`src/rtl/spi_pkg.sv`:
```
// Shared types and constants for the SPI mode-0 slave.
// Imported by the synchroniser and the top level.
package spi_pkg;

    typedef enum logic {
        IDLE   = 1'b0,
        ACTIVE = 1'b1
    } spi_slv_state_t;

    localparam int SYNC_STAGES = 2;

endpackage

```
`src/rtl/spi_slave_if.sv`:
```
// Fabric-side valid/ready bundle of the SPI slave.
// master = fabric logic, slave = spi_slave.
interface spi_slave_if #(
    parameter int WORD = 8
);
    logic [WORD-1:0] tx_data;
    logic            tx_valid;
    logic            tx_ready;
    logic [WORD-1:0] rx_data;
    logic            rx_valid;
    logic            rx_ready;

    modport master (
        output tx_data, tx_valid, rx_ready,
        input  tx_ready, rx_data, rx_valid
    );

    modport slave (
        input  tx_data, tx_valid, rx_ready,
        output tx_ready, rx_data, rx_valid
    );
endinterface

```
`src/rtl/spi_sync_edge.sv`:
```
// Multi-FF synchroniser for an async pin plus rise/fall detect.
// The extra delay register makes edges visible one cycle after sync.
module spi_sync_edge
    import spi_pkg::*;
(
    input  logic clk,
    input  logic rst,
    input  logic din,
    output logic dout,
    output logic rise,
    output logic fall
);
    logic [SYNC_STAGES-1:0] sync_q, sync_d;
    logic                   dly_q, dly_d;

    // next values of the synchroniser chain and edge delay register
    always_comb begin
        sync_d = {sync_q[SYNC_STAGES-2:0], din};
        dly_d  = sync_q[SYNC_STAGES-1];
    end

    // synchroniser and delay registers
    always_ff @(posedge clk) begin
        if (rst) begin
            sync_q <= '0;
            dly_q  <= 1'b0;
        end else begin
            sync_q <= sync_d;
            dly_q  <= dly_d;
        end
    end

    assign dout = sync_q[SYNC_STAGES-1];
    assign rise = dout & ~dly_q;
    assign fall = ~dout & dly_q;
endmodule

```
`src/rtl/spi_slave.sv`:
```
// SPI mode-0 slave, MSB first, oversampled on refCLK.
// Deserialises MOSI to rx words, serialises tx words onto MISO.
module spi_slave
    import spi_pkg::*;
#(
    parameter int              WORD         = 8,
    parameter logic [WORD-1:0] IDLE_PATTERN = '1
) (
    input  logic          refCLK,
    input  logic          reset,
    input  logic          SCLK,
    input  logic          SSN,
    input  logic          MOSI,
    output logic          MISO,
    output logic          MISO_oe,
    spi_slave_if.slave    bus,
    output logic          rx_overrun,
    output logic          tx_underrun,
    output logic          busy
);
    localparam int            CW   = $clog2(WORD);
    localparam logic [CW-1:0] LAST = CW'(WORD - 1);

    logic sclk_s, sclk_rise, sclk_fall;
    logic ssn_s, ssn_rise, ssn_fall;
    logic mosi_s, mosi_rise_unused, mosi_fall_unused;

    spi_sync_edge u_sclk (
        .clk (refCLK), .rst (reset), .din (SCLK),
        .dout(sclk_s), .rise(sclk_rise), .fall(sclk_fall)
    );

    spi_sync_edge u_ssn (
        .clk (refCLK), .rst (reset), .din (SSN),
        .dout(ssn_s), .rise(ssn_rise), .fall(ssn_fall)
    );

    spi_sync_edge u_mosi (
        .clk (refCLK), .rst (reset), .din (MOSI),
        .dout(mosi_s), .rise(mosi_rise_unused), .fall(mosi_fall_unused)
    );

    spi_slv_state_t  state_q, state_d;
    logic [CW-1:0]   bit_cnt_q, bit_cnt_d;
    logic [WORD-1:0] rx_shift_q, rx_shift_d;
    logic [WORD-1:0] tx_shift_q, tx_shift_d;
    logic [WORD-1:0] tx_buf_q, tx_buf_d;
    logic            tx_full_q, tx_full_d;
    logic [WORD-1:0] rx_data_q, rx_data_d;
    logic            rx_valid_q, rx_valid_d;
    logic            overrun_q, overrun_d;
    logic            underrun_q, underrun_d;
    logic            reload;
    logic [WORD-1:0] rx_word;

    assign rx_word = {rx_shift_q[WORD-2:0], mosi_s};

    // frame FSM, shifters, tx buffer and rx holding register
    always_comb begin
        state_d    = state_q;
        bit_cnt_d  = bit_cnt_q;
        rx_shift_d = rx_shift_q;
        tx_shift_d = tx_shift_q;
        tx_buf_d   = tx_buf_q;
        tx_full_d  = tx_full_q;
        rx_data_d  = rx_data_q;
        rx_valid_d = rx_valid_q;
        overrun_d  = 1'b0;
        underrun_d = 1'b0;
        reload     = 1'b0;

        if (rx_valid_q && bus.rx_ready) begin
            rx_valid_d = 1'b0;
        end

        unique case (state_q)
            IDLE: begin
                if (ssn_fall) begin
                    state_d   = ACTIVE;
                    bit_cnt_d = '0;
                    reload    = 1'b1;
                end
            end
            ACTIVE: begin
                if (ssn_rise) begin
                    state_d    = IDLE;
                    bit_cnt_d  = '0;
                    rx_shift_d = '0;
                    tx_shift_d = '0;
                end else if (sclk_rise) begin
                    rx_shift_d = rx_word;
                    if (bit_cnt_q == LAST) begin
                        bit_cnt_d = '0;
                        if (!rx_valid_q || bus.rx_ready) begin
                            rx_data_d  = rx_word;
                            rx_valid_d = 1'b1;
                        end else begin
                            overrun_d = 1'b1;
                        end
                    end else begin
                        bit_cnt_d = bit_cnt_q + CW'(1);
                    end
                end else if (sclk_fall) begin
                    if (bit_cnt_q != '0) begin
                        tx_shift_d = tx_shift_q << 1;
                    end else begin
                        reload = 1'b1;
                    end
                end
            end
        endcase

        // word boundary: take the buffered word or underrun
        if (reload) begin
            if (tx_full_q) begin
                tx_shift_d = tx_buf_q;
                tx_full_d  = 1'b0;
            end else begin
                tx_shift_d = IDLE_PATTERN;
                underrun_d = 1'b1;
            end
        end

        // a write racing an underrun reload still lands
        if (bus.tx_valid && !tx_full_q) begin
            tx_buf_d  = bus.tx_data;
            tx_full_d = 1'b1;
        end
    end

    // state registers with synchronous reset
    always_ff @(posedge refCLK) begin
        if (reset) begin
            state_q    <= IDLE;
            bit_cnt_q  <= '0;
            rx_shift_q <= '0;
            tx_shift_q <= '0;
            tx_buf_q   <= '0;
            tx_full_q  <= 1'b0;
            rx_data_q  <= '0;
            rx_valid_q <= 1'b0;
            overrun_q  <= 1'b0;
            underrun_q <= 1'b0;
        end else begin
            state_q    <= state_d;
            bit_cnt_q  <= bit_cnt_d;
            rx_shift_q <= rx_shift_d;
            tx_shift_q <= tx_shift_d;
            tx_buf_q   <= tx_buf_d;
            tx_full_q  <= tx_full_d;
            rx_data_q  <= rx_data_d;
            rx_valid_q <= rx_valid_d;
            overrun_q  <= overrun_d;
            underrun_q <= underrun_d;
        end
    end

    assign busy         = (state_q == ACTIVE);
    assign MISO_oe      = busy;
    assign MISO         = tx_shift_q[WORD-1];
    assign bus.tx_ready = ~tx_full_q;
    assign bus.rx_data  = rx_data_q;
    assign bus.rx_valid = rx_valid_q;
    assign rx_overrun   = overrun_q;
    assign tx_underrun  = underrun_q;
endmodule

```
`src/flat_wrapper.sv`:
```
// flat-port wrapper written by rule: the top's interface ports become plain ports
module spi_slave_flat import spi_pkg::*;
#(
    parameter int              WORD         = 8,
    parameter logic [WORD-1:0] IDLE_PATTERN = '1
)
  (refCLK, reset, SCLK, SSN, MOSI, MISO, MISO_oe, rx_overrun, tx_underrun, busy, bus_tx_data, bus_tx_valid, bus_rx_ready, bus_tx_ready, bus_rx_data, bus_rx_valid);
  spi_slave_if #(.WORD(WORD)) bus_i ();
  input  logic refCLK;
  input  logic reset;
  input  logic SCLK;
  input  logic SSN;
  input  logic MOSI;
  output logic MISO;
  output logic MISO_oe;
  output logic rx_overrun;
  output logic tx_underrun;
  output logic busy;
  input wire logic [$bits(bus_i.tx_data)-1:0] bus_tx_data;
  input wire logic [$bits(bus_i.tx_valid)-1:0] bus_tx_valid;
  input wire logic [$bits(bus_i.rx_ready)-1:0] bus_rx_ready;
  output wire logic [$bits(bus_i.tx_ready)-1:0] bus_tx_ready;
  output wire logic [$bits(bus_i.rx_data)-1:0] bus_rx_data;
  output wire logic [$bits(bus_i.rx_valid)-1:0] bus_rx_valid;
  assign bus_i.tx_data = bus_tx_data;
  assign bus_i.tx_valid = bus_tx_valid;
  assign bus_i.rx_ready = bus_rx_ready;
  assign bus_tx_ready = bus_i.tx_ready;
  assign bus_rx_data = bus_i.rx_data;
  assign bus_rx_valid = bus_i.rx_valid;
  spi_slave #(.WORD(WORD), .IDLE_PATTERN(IDLE_PATTERN)) u_core (.refCLK(refCLK), .reset(reset), .SCLK(SCLK), .SSN(SSN), .MOSI(MOSI), .MISO(MISO), .MISO_oe(MISO_oe), .bus(bus_i), .rx_overrun(rx_overrun), .tx_underrun(tx_underrun), .busy(busy));
endmodule
```
`config.mk`:
```
export PLATFORM = sky130hd
export DESIGN_NAME = spi_slave_flat
export DESIGN_NICKNAME = d
export VERILOG_FILES = /design/src/rtl/spi_pkg.sv /design/src/rtl/spi_slave_if.sv /design/src/rtl/spi_sync_edge.sv /design/src/rtl/spi_slave.sv /design/src/flat_wrapper.sv
export SDC_FILE = /design/constraint.sdc
export NUM_CORES = 1
export LEC_CHECK = 0
export ABC_AREA = 1
export ABC_CLOCK_PERIOD_IN_PS = 2000
export CORE_AREA = 5 5 69 71
export CTS_CLUSTER_SIZE = 14
export DETAILED_ROUTE_END_ITERATION = 6
export DIE_AREA = 0 0 74 76
export PLACE_DENSITY = 0.78
export SLEW_MARGIN = 5
export SYNTH_ARGS = -nofsm -noshare
export SYNTH_HDL_FRONTEND = slang
export SYNTH_HIERARCHICAL = 1
export SYNTH_SLANG_ARGS = --single-unit
```
`constraint.sdc`:
```
create_clock -name refCLK -period 2 [get_ports refCLK]
set_clock_uncertainty 0.15 [all_clocks]
set_input_delay 0.3 -clock refCLK [delete_from_list [all_inputs] [get_ports refCLK]]
set_output_delay 0.3 -clock refCLK [all_outputs]
set_load 0.01 [all_outputs]
```
==> run summary, run 1 <==
Setup total negative slack on the finished layout was measured at 0 ns. The highest ir drop seen on vdd was 396.1 uV. At the placement stage, the worst setup path has a slack of 0.3230 ns. The total count of max-transition violations in the final report was 0. The endpoint required time on the critical path came out at 1.55 ns. The total overflow left after global routing is 0. Via count of the first global-routing pass: 1612.

The tools report the core area as 4174 um^2. The tools report the starting density of the core as 0.4841. The kind of end point of the critical path is an output pin. The CTS root buffer was sky130_fd_sc_hd__clkbuf_8. The amount of wire on met3 after detailed routing is 182 um. The share of post-route cells with drive strength above 1 was 0.1061; the netlist area before placement was 2021 um^2. In the routed layout, each cell is associated on average with a via count of 4.829. For the final antenna-violating net count, the log shows 0. The critical path in this run is classified as register to output pin. The number of inserted diodes was 0; the number of buffers added on ports was 29. Walking the worst path, the cells encountered are inv_1 > clkdlybuf4s50_1.

Max-cap violations in this run came to 0. The first global-routing pass estimated 6872 um of wire. The clock tree synthesis step divided the H-tree into 2 levels. The areal power density over the cells is 755.9 nW/um^2. The fraction of the cycle the final worst path needs came out at 0.9187.

The tools report the relative slew slack as 0.6735. Registers take 940.9 um^2. The overall via count from detail_route is 1753. After filler insertion, the fill cell instance count of the layout stands at 382.

The post-cts sizing count is 0. Setup violations remaining at the end of the flow were counted as 0. The biggest cell delay along the critical path came out at 0.58 ns. The number of setup buffers added after CTS was 0; the chip width was 74 um.

For the overall power of the completed layout, the log shows 1.876 mW. Summing all multi-input logic gate instances after layout gives 918.4 um^2. In the layout the commonest cells are sky130_fd_sc_hd__nand2_1 (56), sky130_fd_sc_hd__nor2_1 (53), sky130_fd_sc_hd__dfxtp_1 (47), sky130_fd_sc_hd__inv_1 (31), sky130_fd_sc_hd__clkdlybuf4s50_1 (29).

The flow ran to the end, and the final reports show no timing, DRC or antenna violations. Compared with the post-synthesis result, the final layout area differs by 22.85%. At the pin with the least slew margin, the transition time is 0.4865 ns. The run gives 0.30 ns as the insertion delay of the later-clocked pin in the worst-skew pair. After legalization and detailed placement, the total HPWL measured 2747 um. The floorplan step defined a die boundary enclosing 5624 um^2. The final core utilization is 0.5947. Clock transition at the registers of the reported paths: 0.08 ns.

For the number of antenna violations at the first check in global routing, the log shows 0. Worst min-delay path class: register to register. The run gives 0 as the final hold violation count. The run gives 3872 um as the total detailed-routing wirelength. Count of yosys warnings during synthesis: 6. Of all nets on the critical path, the largest fanout is 10. Setup repair after global routing left no endpoint under its margin. The smallest setup slack after layout came out at 0.1626 ns.

During I/O placement, the number of pins put on the boundary was 30. When the netlist entered floorplanning its net count stood at 295. The CTS sink count is 47. Dividing the detail-routed wire length by the instance count gives 10.67 um. The logs give 118 for the number of DRC markers after the initial detailed-route iteration and 0.8843 for the weighted congestion reported at the end of routability-driven placement. The floorplan has 24 rows. For the routed wire length on met2, the log shows 1835 um.

The tools report the maximum number of buffers from clock root to sink as 2. The type of element launching the critical path is a register. TritonCTS built the clock tree. The tools report the static power due to leakage as 1.070 nW. After the last flow step, the layout net total stands at 328.

The average instance area after synthesis came out at 7.295 um^2. Signal routing reaches up to met4. The detailed router put a total of 1787 um of wire on met1. The run gives 277 as the post-synthesis cell count. For this run, the top clock speed supported by timing is 544.2 MHz.

After layout, the minimum clock period comes to 1.837 ns. The total CTS buffers is 5. The height of the die was 76 um; the overall track demand over capacity in global routing was 0.1499. For the remaining routing DRC violations, the log shows 0. STA puts the critical path data arrival time at 1.39 ns. The first detailed-routing pass took 5 iterations.

The pin count of the biggest net entering global routing came out at 22. Leaving out fill and tap cells, the most frequent cell in the layout is sky130_fd_sc_hd__nand2_1. On the critical path, the stage with the largest delay is an instance of sky130_fd_sc_hd__clkdlybuf4s50_1. Hold repair after CTS inserted 0 buffers.
-- flip-flops by register name, indices dropped and copies added, names as in the netlist, 2 cells and up --
signal                cells
u_core/bit_cnt_q          3
u_core/bus.rx_data        8
u_core/rx_shift_q         7
u_core/tx_buf_q           8
u_core/tx_shift_q         8
u_core/u_mosi/sync_q      2
u_core/u_sclk/sync_q      2
u_core/u_ssn/sync_q       2
-- per-layer routing --
layer | vias up | global-route usage
met5 | - | 0
met1 | 779 | 0.1861
met4 | 0 | 0.05254
li1 | 928 | -
met2 | 40 | 0.2420
met3 | 6 | 0.04485
-- worst max-delay path: cells and delay by family (launching register included) --
family | cells | cell delay, ns
DFF | 1 | 0.33
buffers and inverters | 2 | 0.76
-- report_power, final --
group | switching, mW | total (mW) | internal [mW]
combinational | 0.0958 | 0.176 | 0.0805
sequential | 0.0144 | 0.982 | 0.968
clock | 0.313 | 0.718 | 0.404
-- per-stage QoR --
step / cell area (um^2) / hold WS [ns] / cells
after detailed placement: 2365 / 0.2472 / 355
after global placement: 2365 / 0.2399 / 355
after floorplan: 2021 / 0.2212 / 277
final: 2482 / 0.2567 / 363
after global routing: 2482 / 0.2774 / 363
after CTS: 2482 / 0.2588 / 363
-- area by class of cell --
type,count,area share
multi-input combinational,190,0.3700
sequential,47,0.3790
clock inverter,2,0.01411
inverter,34,0.05141
tap,52,0.02621
clock buffer,6,0.03327
timing repair buffer,32,0.1260
-- final timing paths --
path,start,end,slack (ns),cells after the start
worst max-delay path,u_core/tx_full_q,bus_tx_ready,0.16,2
worst min-delay path,u_core/u_sclk/sync_q[0],u_core/u_sclk/sync_q[1],0.26,2
worst max register to register,u_core/u_sclk/sync_q[1],u_core/tx_shift_q[1],0.30,9
worst min register to register,u_core/u_sclk/sync_q[0],u_core/u_sclk/sync_q[1],0.26,2
Note: power is estimated with default switching activity, not from simulation.
==> run 2, diff against run 1 <==
ABC_CLOCK_PERIOD_IN_PS = 2300   (was 2000)
CORE_AREA = 5 5 67 69   (was 5 5 69 71)
DIE_AREA = 0 0 72 74   (was 0 0 74 76)
GPL_TIMING_DRIVEN = 0   (was unset)
PLACE_DENSITY = 0.82   (was 0.78)
clock period = 2.3 ns   (was 2 ns; I/O delays follow)
==> run summary, run 2 (synthesis gave the netlist of run 1 again) <==
The wire length of the first global-routing pass is 6789 um (-1.2%). The insertion delay of the later-clocked pin in the worst-skew pair is 0.30 ns (about the same). Most common cell after layout, fill and taps aside: sky130_fd_sc_hd__nand2_1. The maximum number of buffers from clock root to sink came out at 2 (unchanged). The run gives 0.5240 (+0.03990) as the starting density of the core. Worst reg-to-reg setup slack: 0.54 ns (+0.24 ns). The setup path with the least slack is of type register to output pin. Via count of the first global-routing pass: 1640 (+1.7%).

The reg-to-reg critical path endpoint was u_core/tx_shift_q[3]. The weighted congestion reported at the end of routability-driven placement was 0.8279 (-6.4%); the total count of max-transition violations in the final report was 0 (unchanged). The share of post-route cells with drive strength above 1 was 0.1019 (-0.004198); the fraction of the cycle the final worst path needs was 0.8519. The biggest cell delay along the critical path works out to 0.52 ns (-0.06 ns). Number of cell rows: 23 (-4.2%). Setup repair after global routing left no endpoint under its margin.

The number of buffers added on ports was 29 (unchanged). The run gives 1.075 nW (+0.42%) as the static power due to leakage. The count of boundary I/O pins came out at 30 (unchanged). In this run the most critical hold path is launched from u_core/u_sclk/sync_q[0]. The type of element launching the critical path was a register. The number of buffers inserted by hold repair at cts was 0 (unchanged). The flow ran to the end, and the final reports show no timing, DRC or antenna violations. The logs give 0 (unchanged) for the overall overflow remaining after global route and 510.4 MHz for the maximum clock rate.

The tools report the worst-case hold path end point as u_core/u_sclk/sync_q[1]. Subtracting the final worst setup slack from the clock period gives 1.959 ns. For the relative slew slack, the log shows 0.6730 (about the same). The tools report the number of DRC markers after the initial detailed-route iteration as 84 (-29%).

Post-cts sizing count: 0 (unchanged). The full die area is 5328 um^2 (-5.3%), and the final antenna-violating net count is 0 (unchanged). Height of the die: 74 um (-2.6%).

The maximum level of the CTS H-tree is 2 (unchanged). The number of nets in the finished design is 331 (+0.91%), and the core area is 3856 um^2 (-7.6%). The tools report the overall track demand over capacity in global routing as 0.1611 (+0.01124). The signal on the critical path passes through buf_4 > clkdlybuf4s50_1.

The run gives 0 (unchanged) as the number of setup violations in the final report. The chip width is 72 um (-2.7%). The number of iterations in the first detailed-routing pass came out at 4 (-1). The logs give 449.0 uV (+13%) for the highest ir drop seen on vdd and 1.46 ns (+0.07 ns) for the arrival time of the worst setup path. The CTS sink count was 47 (unchanged); the number of setup buffers added after CTS was 0 (unchanged). Maximum fanout encountered on the critical timing path: 7 (-3). The library cells used most frequently in the layout, excluding fill and tap cells, are sky130_fd_sc_hd__nand2_1 (56), sky130_fd_sc_hd__nor2_1 (53), sky130_fd_sc_hd__dfxtp_1 (47), sky130_fd_sc_hd__inv_1 (31), sky130_fd_sc_hd__clkdlybuf4s50_1 (29). The number of antenna violations at the first check in global routing is 0 (unchanged).

The endpoint required time on the critical path came out at 1.80 ns (+0.25 ns). The worst-case reg-to-reg path depth is 10 (+1). For this design, the slowest cell found on the critical path is sky130_fd_sc_hd__clkdlybuf4s50_1. The actual transition at the worst max-transition pin works out to 0.4889 ns (+0.002454 ns).

TritonCTS built the clock tree. The clock transition at the registers of the reported paths works out to 0.09 ns (about the same). The overall power of the completed layout was 1.719 mW (-8.4%); the number of cells traversed by the worst hold path was 2 (unchanged). The worst register-to-register path begins at u_core/u_ssn/sync_q[1]. The worst min-delay path class was register to register. STA classifies the critical path endpoint as an output pin. The total CTS buffers is 5 (unchanged). The average vias per placed instance works out to 4.882 (+1.1%). The tree is rooted in a sky130_fd_sc_hd__clkbuf_8. The HPWL reported at the end of detailed placement was 2876 um (+4.7%). The total detailed-routing wirelength was 4001 um (+3.3%); the sum of negative setup slack was 0 ns (unchanged). The run gives 16 (-27%) as the pin count of the biggest net entering global routing. The remaining routing DRC violations came out at 0 (unchanged). Final hold violation count: 0 (unchanged).

The areal power density over the cells is 685.1 nW/um^2 (-9.4%), and the max-cap check violation count is 0 (unchanged). Routed wire length per instance: 10.99 um (+3.0%). The run gives 355 (-7.1%) as the number of fill cells in the layout. The area growth from synthesis to final layout works out to 24.21%. The number of inserted diodes was 0 (unchanged). The overall via count from detail_route was 1777 (+1.4%).
==> run 2: per-layer routing <==
metal  track usage  wire (um)  up-vias  share of wire
met5             0          0        -              0
met4       0.06889         74        0          0.018
met3       0.04595        235        5          0.059
met2        0.2806       1925       51           0.48
met1        0.1859       1765      788           0.44
li1              -          -      933              -
==> run 2: per-stage QoR <==
step | area [um^2] | util | setup slack (ns) | cells | hold slack [ns]
floorplan | 2021 | - | 0.7683 | 277 | 0.2383
global placement | 2374 | 0.6155 | 0.1411 | 356 | 0.2390
detailed placement | 2374 | 0.6155 | 0.09787 | 356 | 0.2448
CTS | 2510 | 0.6509 | 0.3112 | 364 | 0.2565
global route | 2510 | 0.6509 | 0.2442 | 364 | 0.2891
finish | 2510 | 0.6509 | 0.3407 | 364 | 0.2552
==> run 2: worst max path at each step <==
stage,from,to,slack [ns],depth (start not counted)
final,u_core/MISO_oe,busy,0.34,2
after global routing,u_core/MISO_oe,busy,0.24,2
after floorplan,u_core/u_ssn/sync_q[1],u_core/tx_shift_q[1],0.77,10
after detailed placement,reset,u_core/tx_buf_q[5],0.1,5
after CTS,u_core/MISO_oe,busy,0.31,2
after global placement,reset,u_core/tx_buf_q[6],0.14,5
==> run 2: area by class of cell <==
cell class,instances,area [um^2],area share
timing repair buffer,29,290.3,0.1157
tap,50,62.56,0.02493
inverter,34,127.6,0.05085
multi-input combinational,190,918.4,0.3659
buffer,6,33.78,0.01346
sequential,47,940.9,0.3749
clock buffer,5,68.82,0.02742
clock inverter,3,67.56,0.02692
==> run 2: worst max-delay path: cells and delay by family, from the launching register on <==
kind,cells,cell delay (ns)
buffers and inverters,2,0.68
flip-flops,1,0.48
==> run 2: power breakdown <==
part,internal (mW),leakage (nW),switching [mW],total (mW)
sequential,0.842,0.383,0.0130,0.855
clock,0.433,0.0644,0.276,0.709
combinational,0.0699,0.627,0.0858,0.156
==> run 3, diff against run 2 <==
CORE_AREA = 5 5 52 88   (was 5 5 67 69)
DIE_AREA = 0 0 57 93   (was 0 0 72 74)
SETUP_SLACK_MARGIN = 0.3   (was unset)
==> run summary, run 3 (synthesis gave the netlist of run 1 again) <==
The remaining routing DRC violations was 0 (unchanged). The maximum clock rate was 526.4 MHz (+3.1%); the pin count of the biggest net entering global routing was 15 (-1). The run gives 0.5278 (+0.003767) as the starting density of the core.

The clock network power share is 0.378 (-0.034), and the number of fill cells in the layout is 370 (+4.2%). The internal power component is 1.264 mW (-6.0%), and the post-placement cell count is 354 (-0.56%). The run gives 0 (unchanged) as the number of setup buffers added after CTS. The total detailed-routing wirelength is 3745 um (-6.4%), and the average vias per placed instance is 4.831 (-1.0%). The number of iterations in the first detailed-routing pass is 4 (unchanged). Setup repair after global routing left no endpoint under its margin. The maximum number of buffers from clock root to sink is 2 (unchanged). For the post-cts sizing count, the log shows 0 (unchanged). The sum of negative setup slack came out at 0 ns (unchanged).

The flow ran to the end, and the final reports show no timing, DRC or antenna violations. In the layout the commonest cells are sky130_fd_sc_hd__nand2_1 (56), sky130_fd_sc_hd__nor2_1 (53), sky130_fd_sc_hd__dfxtp_1 (46), sky130_fd_sc_hd__inv_1 (31), sky130_fd_sc_hd__clkdlybuf4s50_1 (29). Relative to the synthesized area, the layout overhead comes to 23.28%. The actual transition at the worst max-transition pin came out at 0.4938 ns (+0.004853 ns).

The tools report the total CTS buffers as 5 (unchanged). The endpoint required time on the critical path is 1.80 ns (about the same). TritonCTS built the clock tree. The logs give 46 (-45%) for the number of DRC markers after the initial detailed-route iteration and 0 (unchanged) for the final hold violation count. The library cell used most frequently in the layout, excluding fill and tap cells, is sky130_fd_sc_hd__nand2_1.

The tools report the switching power summed over all nets as 0.3565 mW (-4.9%). The CTS root buffer is sky130_fd_sc_hd__clkbuf_8. The clock transition at the registers of the reported paths is 0.09 ns (about the same). The height of the die was 93 um (+26%).

The final core utilization is 0.6507 (about the same), and the final instance count without filler cells is 362 (-0.55%). The insertion delay of the later-clocked pin in the worst-skew pair was 0.29 ns (about the same); the full die area was 5301 um^2 (-0.51%). The final critical delay including setup and external delays was 1.900 ns (-0.05974 ns); the number of inserted diodes was 0 (unchanged). The logs give 471.6 uV (+5.0%) for the highest ir drop seen on vdd and 2 (unchanged) for the maximum level of the CTS H-tree. The tools report the CTS sink count as 47 (unchanged). The relative slew slack came out at 0.6686 (-0.004422). Max-cap check violation count: 0 (unchanged). The logs give 1.075 nW (about the same) for the static power due to leakage and 942.2 um^2 (+0.13%) for the area occupied by registers. Final antenna-violating net count: 0 (unchanged). The number of antenna violations at the first check in global routing is 0 (unchanged). The number of cell rows is 30 (+30%). Number of setup violations in the final report: 0 (unchanged).

The via count of the first global-routing pass is 1607 (-2.0%), and the number of nets in the finished design is 331 (unchanged). The logs give 0.4005 ns (+0.05974 ns) for the smallest setup slack after layout and 0.7400 (-11%) for the weighted congestion reported at the end of routability-driven placement. The worst min-delay path class was register to register. The core area was 3829 um^2 (-0.71%); the areal power density over the cells was 650.3 nW/um^2 (-5.1%).

The run gives 6624 um (-2.4%) as the wire length of the first global-routing pass. The critical path is of the register to output pin type. The post-route worst hold slack is 0.2575 ns (+0.002364 ns).

The number of buffers inserted by hold repair at cts is 0 (unchanged). The routed wire length per instance works out to 10.35 um (-5.9%). The switching share of total power was 0.2201 (+0.002045); the arrival time of the worst setup path was 1.40 ns (-0.06 ns). The area of combinational cells with multiple inputs is 918.4 um^2 (unchanged), and the total count of max-transition violations in the final report is 0 (unchanged).

The count of boundary I/O pins was 30 (unchanged). The maximum fanout encountered on the critical timing path is 10 (+3), and the share of post-route cells with drive strength above 1 is 0.1083 (+0.006369). STA classifies the critical path endpoint as an output pin. The overall track demand over capacity in global routing was 0.1538 (-0.007251). The number of buffers added on ports was 29 (unchanged); the overall via count from detail_route was 1749 (-1.6%). The setup slack at placement was 0.1276 ns (+0.02978 ns); the relative contribution of combinational cells to total power was 0.095 (+0.004). The overall overflow remaining after global route is 0 (unchanged). Fraction of the cycle the final worst path needs: 0.8259 (-0.02597).

The tools report the part of the total power dissipated in sequential elements as 0.527 (+0.030). The type of element launching the critical path was a register. The HPWL reported at the end of detailed placement is 2804 um (-2.5%), and the chip width is 57 um (-21%).
-- run 3: power groups by stage --
stage          sequential (mW)  clock, mW  combinational [mW]
2_1_floorplan            0.871          0               0.100
3_3_place_gp             0.872          0               0.149
3_5_place_dp             0.873          0               0.154
4_1_cts                  0.854      0.628               0.155
5_1_grt                  0.857      0.676               0.174
6_report                 0.854      0.612               0.154
-- run 3: worst paths after layout --
check,start,end,slack [ns],cells past startpoint
worst max-delay path,u_core/tx_full_q,bus_tx_ready,0.40,2
worst min-delay path,u_core/u_ssn/sync_q[0],u_core/u_ssn/sync_q[1],0.26,2
worst min register to register,u_core/u_ssn/sync_q[0],u_core/u_ssn/sync_q[1],0.26,2
worst max register to register,u_core/u_ssn/sync_q[1],u_core/tx_shift_q[4],0.55,10
-- run 3: critical path, stage by stage (launching register included) --
cell and delay [ns]:
sky130_fd_sc_hd__dfxtp_1 0.33, sky130_fd_sc_hd__inv_1 0.19, sky130_fd_sc_hd__clkdlybuf4s50_1 0.58
-- run 3: stage by stage --
step                power, mW  area, um^2
finish                  1.620        2491
global route            1.707        2491
CTS                     1.637        2489
detailed placement      1.027        2371
global placement        1.021        2371
floorplan              0.9713        2021
-- run 3: cell type report --
type,instances,share of cell area
Sequential cell,47,0.3782
Multi-Input combinational cell,190,0.3687
Timing Repair Buffer,29,0.1165
Inverter,34,0.05123
Clock buffer,6,0.03315
Tap cell,48,0.02411
Clock inverter,2,0.01406
Buffer,6,0.01406
-- run 3: per-layer routing --
| metal | GRT usage | vias up | share of wire |
|---|---|---|---|
| li1 | - | 936 | - |
| met1 | 0.1557 | 777 | 0.39 |
| met2 | 0.2939 | 31 | 0.55 |
| met3 | 0.02624 | 5 | 0.042 |
| met4 | 0.07157 | 0 | 0.012 |
| met5 | 0 | - | 0 |
==> RTL edit, RTL diff (settings of run 1) <==
Reset style: asynchronous (`reset` and `rst`), changed in 2 clocked blocks. Comments in the files are not updated.
--- a/src/rtl/spi_sync_edge.sv
+++ b/src/rtl/spi_sync_edge.sv
@@ -20,7 +20,7 @@
     end
 
     // synchroniser and delay registers
-    always_ff @(posedge clk) begin
+    always_ff @(posedge clk or posedge rst) begin
         if (rst) begin
             sync_q <= '0;
             dly_q  <= 1'b0;
--- a/src/rtl/spi_slave.sv
+++ b/src/rtl/spi_slave.sv
@@ -129,7 +129,7 @@
     end
 
     // state registers with synchronous reset
-    always_ff @(posedge refCLK) begin
+    always_ff @(posedge refCLK or posedge reset) begin
         if (reset) begin
             state_q    <= IDLE;
             bit_cnt_q  <= '0;
Function: differs if reset is asserted again (counterexample within 4 cycles, from zero or initial values and one cycle with reset high); with reset held inactive, the same outputs for 10 cycles.
==> RTL edit against run 1 <==
Global-route usage fell by 0.80 points. Synthesized cell count fell by 27%. Utilization fell by 1.6 points. Area after synthesis fell by 0.74%. Wire length fell by 14%. Sequential cell count did not move. Critical path depth did not move. Final area fell by 2.7%. First-iteration DRC count fell by 47%. Setup slack improved by 1.1 ps. Largest cell class unchanged.
Power is not compared: it rests on default switching activity, and its combinational part moved more than twofold at a synthesized area within 25%.
==> RTL edit: results (changes against run 1) <==
[sta]
post-route-period-util_pct = 91.8  ; about the same
fin_hold_ws_ps = 88.9  ; -168 ps
max_slew_margin_pct = 68.6  ; +1.2 points

[final_layout]
postLayoutCoreUtil_pct = 57.9  ; -1.6 points
area_share_nonclk_buffers_pct = 13.0  ; +0.35 points
seq-cell-share_pct = 48.7  ; +11 points
multi_input_cells = 121  ; -36%
final-instance-count-excl-fill = 289  ; -20%
multi_input_area_share_pct = 27.8  ; -9.2 points
fillers = 360  ; -5.8%
final_nets = 256  ; -22%
n_all_inverters = 31  ; -8.8%
layout-drive-gt1-share_pct = 15.2  ; +4.6 points
synthToLayoutAreaGrowth_pct = 20.4

[placement]
dpl-instance-area_um2 = 2340  ; -0.95%
numPlacedInstances = 283  ; -20%
dpl_worst_slack_ps = 345  ; +22.3 ps
detailed_place_hpwl_um = 2530  ; -7.8%
globalplace.congestion = 0.772  ; -13%

[routing]
drtIter0Drc = 63  ; -47%
postRouteWirelength_um = 3330  ; -14%
drt-vias-per-instance = 4.80  ; -0.62%

[global_routing]
use_met1_pct = 18.1  ; -0.47 points
met2_usage_in_global_routing_pct = 21.4  ; -2.8 points
groute.usage.overall_pct = 14.2  ; -0.80 points
grt_first_pass_wirelength_um = 6160  ; -10%
grt_max_degree = 40  ; +82%
grt_pass1_vias = 1391  ; -14%

[setup_path]
worst_path_dominant_cell_family = buffers and inverters
critPathMaxFanout = 11  ; +1
crit_path_max_incr_delay_ps = 560  ; -20 ps
rrSetupSlack_ps = 340  ; +40 ps

[power_and_ir_drop]
seq_power_w = 0.00129
leakage_nw = 1.19
p_per_area_nw_per_um2 = 1000
swShare_pct = 29.6

[synthesis]
syn-cell-area_um2 = 2010  ; -0.74%
mapped_nets = 221  ; -25%
gate_count_after_technology_mapping = 203  ; -27%

[run_status]
status = completed

[clock_tree]
clock_tree.buffer_depth = 2  ; unchanged

[min_path]
holdCritPathClass = in -> async

==> RTL edit: layer usage <==
| metal | up-vias | routed length, µm |
|---|---|---|
| met4 | 0 | 82 |
| met2 | 25 | 1570 |
| li1 | 703 | - |
| met1 | 653 | 1540 |
| met5 | - | 0 |
| met3 | 6 | 133 |
==> RTL edit: final timing paths <==
path / end / cells past startpoint / start
min in group refCLK: u_core/u_mosi/sync_q[1]$_DFF_PP0_ / 0 / u_core/u_mosi/sync_q[0]$_DFF_PP0_
worst min register to register: u_core/u_mosi/sync_q[1]$_DFF_PP0_ / 0 / u_core/u_mosi/sync_q[0]$_DFF_PP0_
worst min-delay path: u_core/u_mosi/sync_q[1]$_DFF_PP0_ / 2 / reset
worst max register to register: u_core/tx_shift_q[5]$_DFFE_PP0P_ / 9 / u_core/u_ssn/sync_q[1]$_DFF_PP0_
worst max-delay path: bus_tx_ready / 2 / u_core/tx_full_q$_DFFE_PP0P_
max in group asynchronous: u_core/bit_cnt_q[2]$_DFFE_PP0P_ / 3 / reset
